### src/rtl/beta_operand_fetch.sv
// rtl/beta_operand_fetch.sv - Beta register-read stage: decode, register file read, forwarding, load-use stall
//
// Sits between fetch and execute. Decodes the source fields of the incoming
// instruction, drives the register file read addresses, selects operand
// values and holds them in a valid/ready pipeline register feeding execute.
//
// Build option: BYPASS_EN
//   defined   - operands are forwarded from EX (non-load), MEM and WB; only a
//               load in EX feeding a used source causes a stall.
//   undefined - operands come only from the register file; any used source
//               with a pending EX/MEM/WB write stalls until the write retires.
//
// Ports:
//   clk, rst                 clock, synchronous active-high reset
//   flush                    kill the in-flight instruction
//   in_valid/in_ready        fetch handshake; in_pc, in_instr payload
//   rf_ra1/rf_ra2            register file read addresses (combinational)
//   rf_rd1/rf_rd2            register file read data (combinational return)
//   ex_*/mem_*/wb_*          pending register writes in later stages
//   out_valid/out_ready      execute handshake
//   out_pc, out_instr        registered instruction
//   out_a, out_b, out_lit    operand A (Ra), operand B (Rb or Rc for ST),
//                            sign-extended 16-bit literal
module beta_operand_fetch #(
  parameter int         XLEN   = 32,
  parameter logic [5:0] ST_OPC = 6'h19
) (
  input  logic            clk,
  input  logic            rst,
  input  logic            flush,
  input  logic            in_valid,
  output logic            in_ready,
  input  logic [31:0]     in_pc,
  input  logic [31:0]     in_instr,
  output logic [4:0]      rf_ra1,
  output logic [4:0]      rf_ra2,
  input  logic [XLEN-1:0] rf_rd1,
  input  logic [XLEN-1:0] rf_rd2,
  input  logic            ex_valid,
  input  logic            ex_wen,
  input  logic            ex_is_load,
  input  logic [4:0]      ex_wa,
  input  logic [XLEN-1:0] ex_wd,
  input  logic            mem_valid,
  input  logic            mem_wen,
  input  logic [4:0]      mem_wa,
  input  logic [XLEN-1:0] mem_wd,
  input  logic            wb_valid,
  input  logic            wb_wen,
  input  logic [4:0]      wb_wa,
  input  logic [XLEN-1:0] wb_wd,
  output logic            out_valid,
  input  logic            out_ready,
  output logic [31:0]     out_pc,
  output logic [31:0]     out_instr,
  output logic [XLEN-1:0] out_a,
  output logic [XLEN-1:0] out_b,
  output logic [XLEN-1:0] out_lit
);

  logic [5:0]      opc;
  logic [4:0]      rc;
  logic [4:0]      ra;
  logic [4:0]      rb;
  logic [4:0]      src_b;
  logic            is_st;
  logic            a_live;
  logic            b_live;
  logic            stall;
  logic            advance;
  logic [XLEN-1:0] op_a;
  logic [XLEN-1:0] op_b;
  logic [XLEN-1:0] lit;

  assign opc   = in_instr[31:26];
  assign rc    = in_instr[25:21];
  assign ra    = in_instr[20:16];
  assign rb    = in_instr[15:11];
  assign is_st = (opc == ST_OPC);

  // Stores read their data register through the rc field.
  assign src_b  = is_st ? rc : rb;
  assign rf_ra1 = ra;
  assign rf_ra2 = src_b;

  // R31 reads as zero, so it never needs a hazard check or a forward.
  assign a_live = (ra != 5'd31);
  assign b_live = ((opc[5:4] == 2'b10) || is_st) && (src_b != 5'd31);

  assign lit = {{(XLEN-16){in_instr[15]}}, in_instr[15:0]};

  function automatic logic hit(input logic v, input logic w, input logic [4:0] wa,
                               input logic [4:0] src);
    return v && w && (wa == src);
  endfunction

`ifdef BYPASS_EN
  logic ex_fwd;

  // A load in EX has no data yet; it is excluded from forwarding and stalls.
  assign ex_fwd = ex_valid && ex_wen && !ex_is_load;

  function automatic logic [XLEN-1:0] pick(input logic [4:0] src, input logic [XLEN-1:0] rf);
    if (src == 5'd31)                          return '0;
    else if (hit(ex_fwd, 1'b1, ex_wa, src))    return ex_wd;
    else if (hit(mem_valid, mem_wen, mem_wa, src)) return mem_wd;
    else if (hit(wb_valid, wb_wen, wb_wa, src))    return wb_wd;
    else                                       return rf;
  endfunction

  assign op_a  = pick(ra, rf_rd1);
  assign op_b  = pick(src_b, rf_rd2);
  assign stall = in_valid &&
                 ((a_live && hit(ex_valid, ex_wen && ex_is_load, ex_wa, ra)) ||
                  (b_live && hit(ex_valid, ex_wen && ex_is_load, ex_wa, src_b)));
`else
  logic unused_fwd_data;

  // Without bypass paths the write data and load flag are not needed.
  assign unused_fwd_data = ^{ex_wd, mem_wd, wb_wd, ex_is_load};

  function automatic logic pending(input logic [4:0] src);
    return hit(ex_valid, ex_wen, ex_wa, src) ||
           hit(mem_valid, mem_wen, mem_wa, src) ||
           hit(wb_valid, wb_wen, wb_wa, src);
  endfunction

  assign op_a  = (ra == 5'd31) ? '0 : rf_rd1;
  assign op_b  = (src_b == 5'd31) ? '0 : rf_rd2;
  assign stall = in_valid && ((a_live && pending(ra)) || (b_live && pending(src_b)));
`endif

  assign advance  = !out_valid || out_ready;
  assign in_ready = flush || (!stall && advance);

  always_ff @(posedge clk) begin
    if (rst) begin
      out_valid <= 1'b0;
      out_pc    <= '0;
      out_instr <= '0;
      out_a     <= '0;
      out_b     <= '0;
      out_lit   <= '0;
    end else if (flush) begin
      out_valid <= 1'b0;
    end else if (advance) begin
      // A stalled instruction leaves a bubble and stays on the input.
      out_valid <= in_valid && !stall;
      if (in_valid && !stall) begin
        out_pc    <= in_pc;
        out_instr <= in_instr;
        out_a     <= op_a;
        out_b     <= op_b;
        out_lit   <= lit;
      end
    end
  end

endmodule
### config.mk
export PLATFORM = sky130hd
export DESIGN_NAME = beta_operand_fetch
export DESIGN_NICKNAME = d
export VERILOG_FILES = /design/src/rtl/beta_operand_fetch.sv
export SDC_FILE = /design/constraint.sdc
export NUM_CORES = 1
export LEC_CHECK = 0
export ABC_AREA = 1
export CORE_AREA = 2 2 163 165
export CTS_CLUSTER_DIAMETER = 60
export CTS_CLUSTER_SIZE = 25
export DETAILED_ROUTE_END_ITERATION = 10
export DIE_AREA = 0 0 165 167
export DONT_BUFFER_PORTS = 1
export PLACE_DENSITY = 0.43
export RECOVER_POWER = 25
export SETUP_SLACK_MARGIN = 0.1
export SLEW_MARGIN = 30
export SYNTH_ARGS = -nofsm -noshare
export SYNTH_HDL_FRONTEND = slang
export SYNTH_SLANG_ARGS = --single-unit
### constraint.sdc
create_clock -name clk -period 3 [get_ports clk]
set_input_delay 0.6 -clock clk [delete_from_list [all_inputs] [get_ports clk]]
set_output_delay 0.6 -clock clk [all_outputs]
set_load 0.05 [all_outputs]
==> results of run 1 <==
==> flip-flops by register name, summed over array words and instances (netlist names) <==
signal	cells
out_a	32
out_b	32
out_instr	32
out_pc	32
out_valid	1
==> worst min path at each step <==
stage / start / to / cells after the start
2_1_floorplan: out_a[26] / out_a[26] / 4
3_3_place_gp: out_instr[15] / out_instr[15] / 4
3_5_place_dp: out_instr[15] / out_instr[15] / 4
4_1_cts: in_instr[10] / out_instr[10] / 2
5_1_grt: in_instr[10] / out_instr[10] / 2
6_report: in_instr[10] / out_instr[10] / 2
==> cells in the final DEF (no fill, tap or decap), types with 4 or more instances in the layout <==
master,count
nand2_4,7
buf_4,32
bufinv_16,4
nand2_1,293
inv_6,5
nor2_1,210
a21oi_1,69
nand3_1,20
nand4_1,9
dfxtp_1,124
buf_12,9
nand2_2,7
o22ai_1,6
inv_1,163
clkbuf_16,17
dfxtp_2,4
==> cells by family (layout without fill, tap and decap cells) <==
group,after synthesis,count (layout),share of synthesized area (%)
and+or+nand+nor,560,561,34.47
buffers and inverters,253,243,18.62
DFF,129,129,39.99
AOI/OAI and AO/OA,82,82,6.646
xor gates and xnor gates,2,2,0.2713
==> metrics by stage <==
step | utilization (%) | cell area [sq um] | total power [mW]
after floorplan | - | 6466 | 3.010
after global placement | 26.00 | 6698 | 3.089
after detailed placement | 26.00 | 6699 | 3.096
after CTS | 28.47 | 7336 | 5.423
after global routing | 29.15 | 7511 | 5.612
final | 29.15 | 7511 | 5.346
==> layout make-up <==
cell class | instances | area [sq um] | share of cell area (%)
clock buffer | 17 | 425.4 | 5.664
multi-input combinational | 645 | 2770 | 36.88
tap | 335 | 419.2 | 5.581
timing repair buffer | 43 | 459.2 | 6.114
sequential | 129 | 2591 | 34.50
inverter | 169 | 641.9 | 8.546
clock inverter | 14 | 203.9 | 2.715
==> critical path, stage by stage <==
cell and delay (ns):
inv_2 0.03, nor2_4 0.21, nand4_1 0.21, buf_4 0.21, nand2_4 0.08, nand2_1 0.06, a21oi_2 0.13, nand3_1 0.11
nand3_2 0.10, nand2_2 0.08, a21boi_2 0.15, o21ai_2 0.08, buf_12 0.16
==> power groups by stage <==
stage	registers, mW	clock network (mW)	logic [mW]
2_1_floorplan	2.40	0	0.605
3_3_place_gp	2.51	0	0.582
3_5_place_dp	2.51	0	0.588
4_1_cts	2.47	2.36	0.591
5_1_grt	2.48	2.43	0.698
6_report	2.46	2.28	0.602
==> Yosys cell counts (2+ instances only) <==
master	instances	area, sq um
nand2_1	299	1122
nor2_1	213	799.5
inv_1	165	619.3
dfxtp_1	129	2582
a21oi_1	70	350.3
buf_4	61	457.9
nand3_1	22	110.1
clkbuf_1	14	52.55
nand4_1	9	56.30
nand2_2	8	50.05
o22ai_1	6	37.54
buf_1	5	18.77
buf_6	3	33.78
inv_2	3	11.26
nand3b_1	3	22.52
nor2_4	2	22.52
nor4_1	2	12.51
o21ai_0	2	10.01
o21bai_1	2	15.01
==> metal layers <==
layer	up-vias	GRT usage, %	wire length (um)
met3	22	6.252	1986
met5	-	0	0
met4	0	5.255	401
li1	2955	-	-
met1	2347	15.69	7815
met2	231	22.90	9392
==> repair_timing <==
action                                  in CTS  in global routing
pin swaps                                    1                 27
setup buffers                                1                 11
endpoints found under the setup margin       1                  1
gates resized for setup                      0                 23
gates cloned                                 0                  1
hold endpoints to repair                     0                  0
==> metrics.txt, run 1 <==
status complete, no violations; Clock power frac a little over two fifths; R2R setup slack 1.07 ns; Slew Limit Fails 0; post-synthesis sequential area ratio 39.99%; Critical Path Source in_instr[26]; WP data required ~2.4 ns; data arrival time of the worst path 2.21 ns; Max-Cap Viols 0; TritonCTS sink count approximately 130; Top Ports 423; setup slack at placement 0.05573 ns; Sequential Power Share a little under half; number of antenna violations at the first check in global routing 0; Crit. End Element primary output; number of global-route vias before repair between 5,000 and 6,000; Max IR drop VDD about 0.30 mV; Leakage 3.834 nW; Area growth syn-to-layout 16.31%; Rows 59; gr usage total between 10 and 15%; layout cell share with drive strength beyond 1 11.01%; combinational share of power between 10 and 15%; grt ovf 0; post-synthesis cell count ~1,000; die width 165 um; power per cell area 711.8 nW/um^2; min Tclk post-route 2.811 ns; Yosys Warn Count 0; clock buffer depth 2; Post-Place Cells 1,308; Critical Path End in_ready; post-route setup TNS 0 ns; Finished Layout Cells 1,352; Syn Area/Cell roughly 6.3 sq um; H-tree Lvls 4; Via density 4.109; Main synth FF type dfxtp_1; Distinct cells, synth 27; achievable clock frequency 355.8 MHz; Hold Crit Class input pin to register; vias 5,555; Reg clk slew, reported paths approximately 0.07 ns; starting density of the core 25.06%; slew margin rel. 32.27%; final critical-path share of the clock period roughly 94%; worst skew pair latency 0.42 ns; Routed Antenna Nets 0; Routed WL 19,600 um; critical path fanouts, max 7; drt pass-1 iters 4; port buffer count 0; worst setup margin 0.1891 ns; # nets final 1,256; register bit count reported by yosys 129; drt wl/cell 14.49 um; Reg2Reg Depth 8; first-pass GRT wire length around 29,000 um; final hold vios 0; TritonCTS buffer count 17; Sw Share a little over a third; Post-synth EDFFs 0; reg2reg end out_instr[29]; Setup CP Type input pin to primary output; TritonCTS clock tree done; internal power 3.467 mW; Worst setup SP type input pin; die area 27,560 sq um; RSZ-0062 raised after global routing false; Die Y between 150 and 200 um; Slew @ Worst Pin 1.015 ns; Final Setup Violations 0; RePlAce Congestion between 0.7 and 0.8; Synth async-reset ratio 0%; Synth Net Count 1,277; P_sw 1.879 mW; hold buffers post-CTS 0; root buffer cell clkbuf_16; ANT cells 0; fillers 2,876; core area roughly 26,000 sq um; DR iter-0 viols 275; Final HPWL DP 14,170 um; Fin Hold WS 0.3100 ns; skew final 0.009953 ns; drt drc 0; pin count of the biggest net entering global routing 58; synthesized area 6457 sq um; r2r startpoint out_valid
Power figures use the tool's default switching activity.
==> run 2: changes to the inputs <==
Settings changed: CTS_CLUSTER_SIZE 25 to 16.
==> results of run 2 <==
Final layout, timing and power as in run 1 (identical DEF).
==> variant (settings of run 1) <==
`XLEN`: 32 -> 36.
--- a/src/rtl/beta_operand_fetch.sv
+++ b/src/rtl/beta_operand_fetch.sv
@@ -22,7 +22,7 @@
 //   out_a, out_b, out_lit    operand A (Ra), operand B (Rb or Rc for ST),
 //                            sign-extended 16-bit literal
 module beta_operand_fetch #(
-  parameter int         XLEN   = 32,
+  parameter int         XLEN   = 36,
   parameter logic [5:0] ST_OPC = 6'h19
 ) (
   input  logic            clk,
Interface: changed (8 resized); port bits go from 423 to 455. No check against the original RTL was run, so the function may have changed too.
==> variant against run 1 <==
Routed wire length grew 2.0%; total power is 3.8% higher; cell area increased by 2.6%; sequential share of layout area up 1.2 points; register-to-register slack worse by 0.06 ns; worst hold slack gained 0.011 ns; setup slack lost 0.0037 ns; combinational power is 5.6% higher; synthesized cell count increased by 5.0%; synthesized area grew 4.7%; first-iteration DRC count is 42% higher; sequential cell count increased by 8; cell count increased by 2.7%; count of clock-buffer cells in the layout unchanged; highest routed layer is now met5.
==> variant: results (changes against run 1) <==
status complete, no violations; pin count of the biggest net entering global routing 59 (+1.7%); DP Cell Count 1,348 (+3.1%); met3 Use GR 6.18% (-0.075 points); met2 WL 9320 um (-0.79%); synth unique cells 28 (+3.7%); wl on met1 8160 um (+4.4%); fill cell instance count of the final layout 2,878 (+0.070%); Vias per Instance 4.19 (+2.0%); Reg2Reg Depth 9 (+1); Worst Max-Slew Pin Slew 1.00 ns (-0.0128 ns); postcts setup bufs 0 (-1); antenna violations before repair 1 (+1); top cells by area, synth dfxtp_1 (41%), nand2_1 (18%), nor2_1 (12%); Setup WS post-layout 0.185 ns (-0.00369 ns); worst reg-to-reg setup slack 1.01 ns (-0.06 ns); Critical path origin in_instr[28]; Leakage 3.93 nW (+2.5%); Setup WS pre-CTS 0.0857 ns (+0.0300 ns); M2 GR Usage 23.2% (+0.29 points); Mean Syn Cell Area 6.28 sq um (-0.27%); Worst VDD drop 0.358 mV (+19%); gpl congestion 0.882 (+12%); drt first-iter violations 390 (+42%); Hold Path End out_pc[20]$_SDFFE_PP0P_; number of global-route vias before repair 5,392 (+3.8%); WL met3 2120 um (+6.9%); sequential fraction of the synthesis area 40.6% (+0.58 points); first-pass GRT wire length 30,000 um (+2.2%); Post-synth top cells nand2_1 (322), nor2_1 (219), inv_1 (169), dfxtp_1 (137), a21oi_1 (76); vias 5,816 (+4.7%); final wirelength 20,000 um (+2.0%)
==> variant: cell count changes after synthesis, sizes merged, moves of 2 or more <==
cell	run 1	this run
a21oi	70	76
buf	70	74
clkbuf	14	17
dfxtp	129	137
inv	168	172
nand2	307	324
nand3b	3	1
nor2	215	221
o21ai	2	4
==> variant: cell families (layout without fill, tap and decap cells) <==
kind of cell | after synthesis | count (layout) | synth area share, %
AOI/OAI and AO/OA | 90 | 90 | 6.94
xor gates and xnor gates | 2 | 2 | 0.259
buffers and inverters | 265 | 240 | 18.4
DFF | 137 | 137 | 40.6
and+or+nand+nor | 583 | 584 | 33.8
==> variant: cell type report <==
class,instances,area share [%]
clock buffer,17,5.52
clock inverter,14,2.68
inverter,174,8.65
multi-input combinational,676,37.3
sequential,137,35.7
tap,335,5.44
timing repair buffer,35,4.69
==> variant: power breakdown <==
part           leakage (nW)  total (mW)  switching [mW]  internal, mW
registers              1.13        2.61           0.647          1.96
logic                  2.49       0.636           0.421         0.215
clock network         0.311        2.31           0.892          1.41
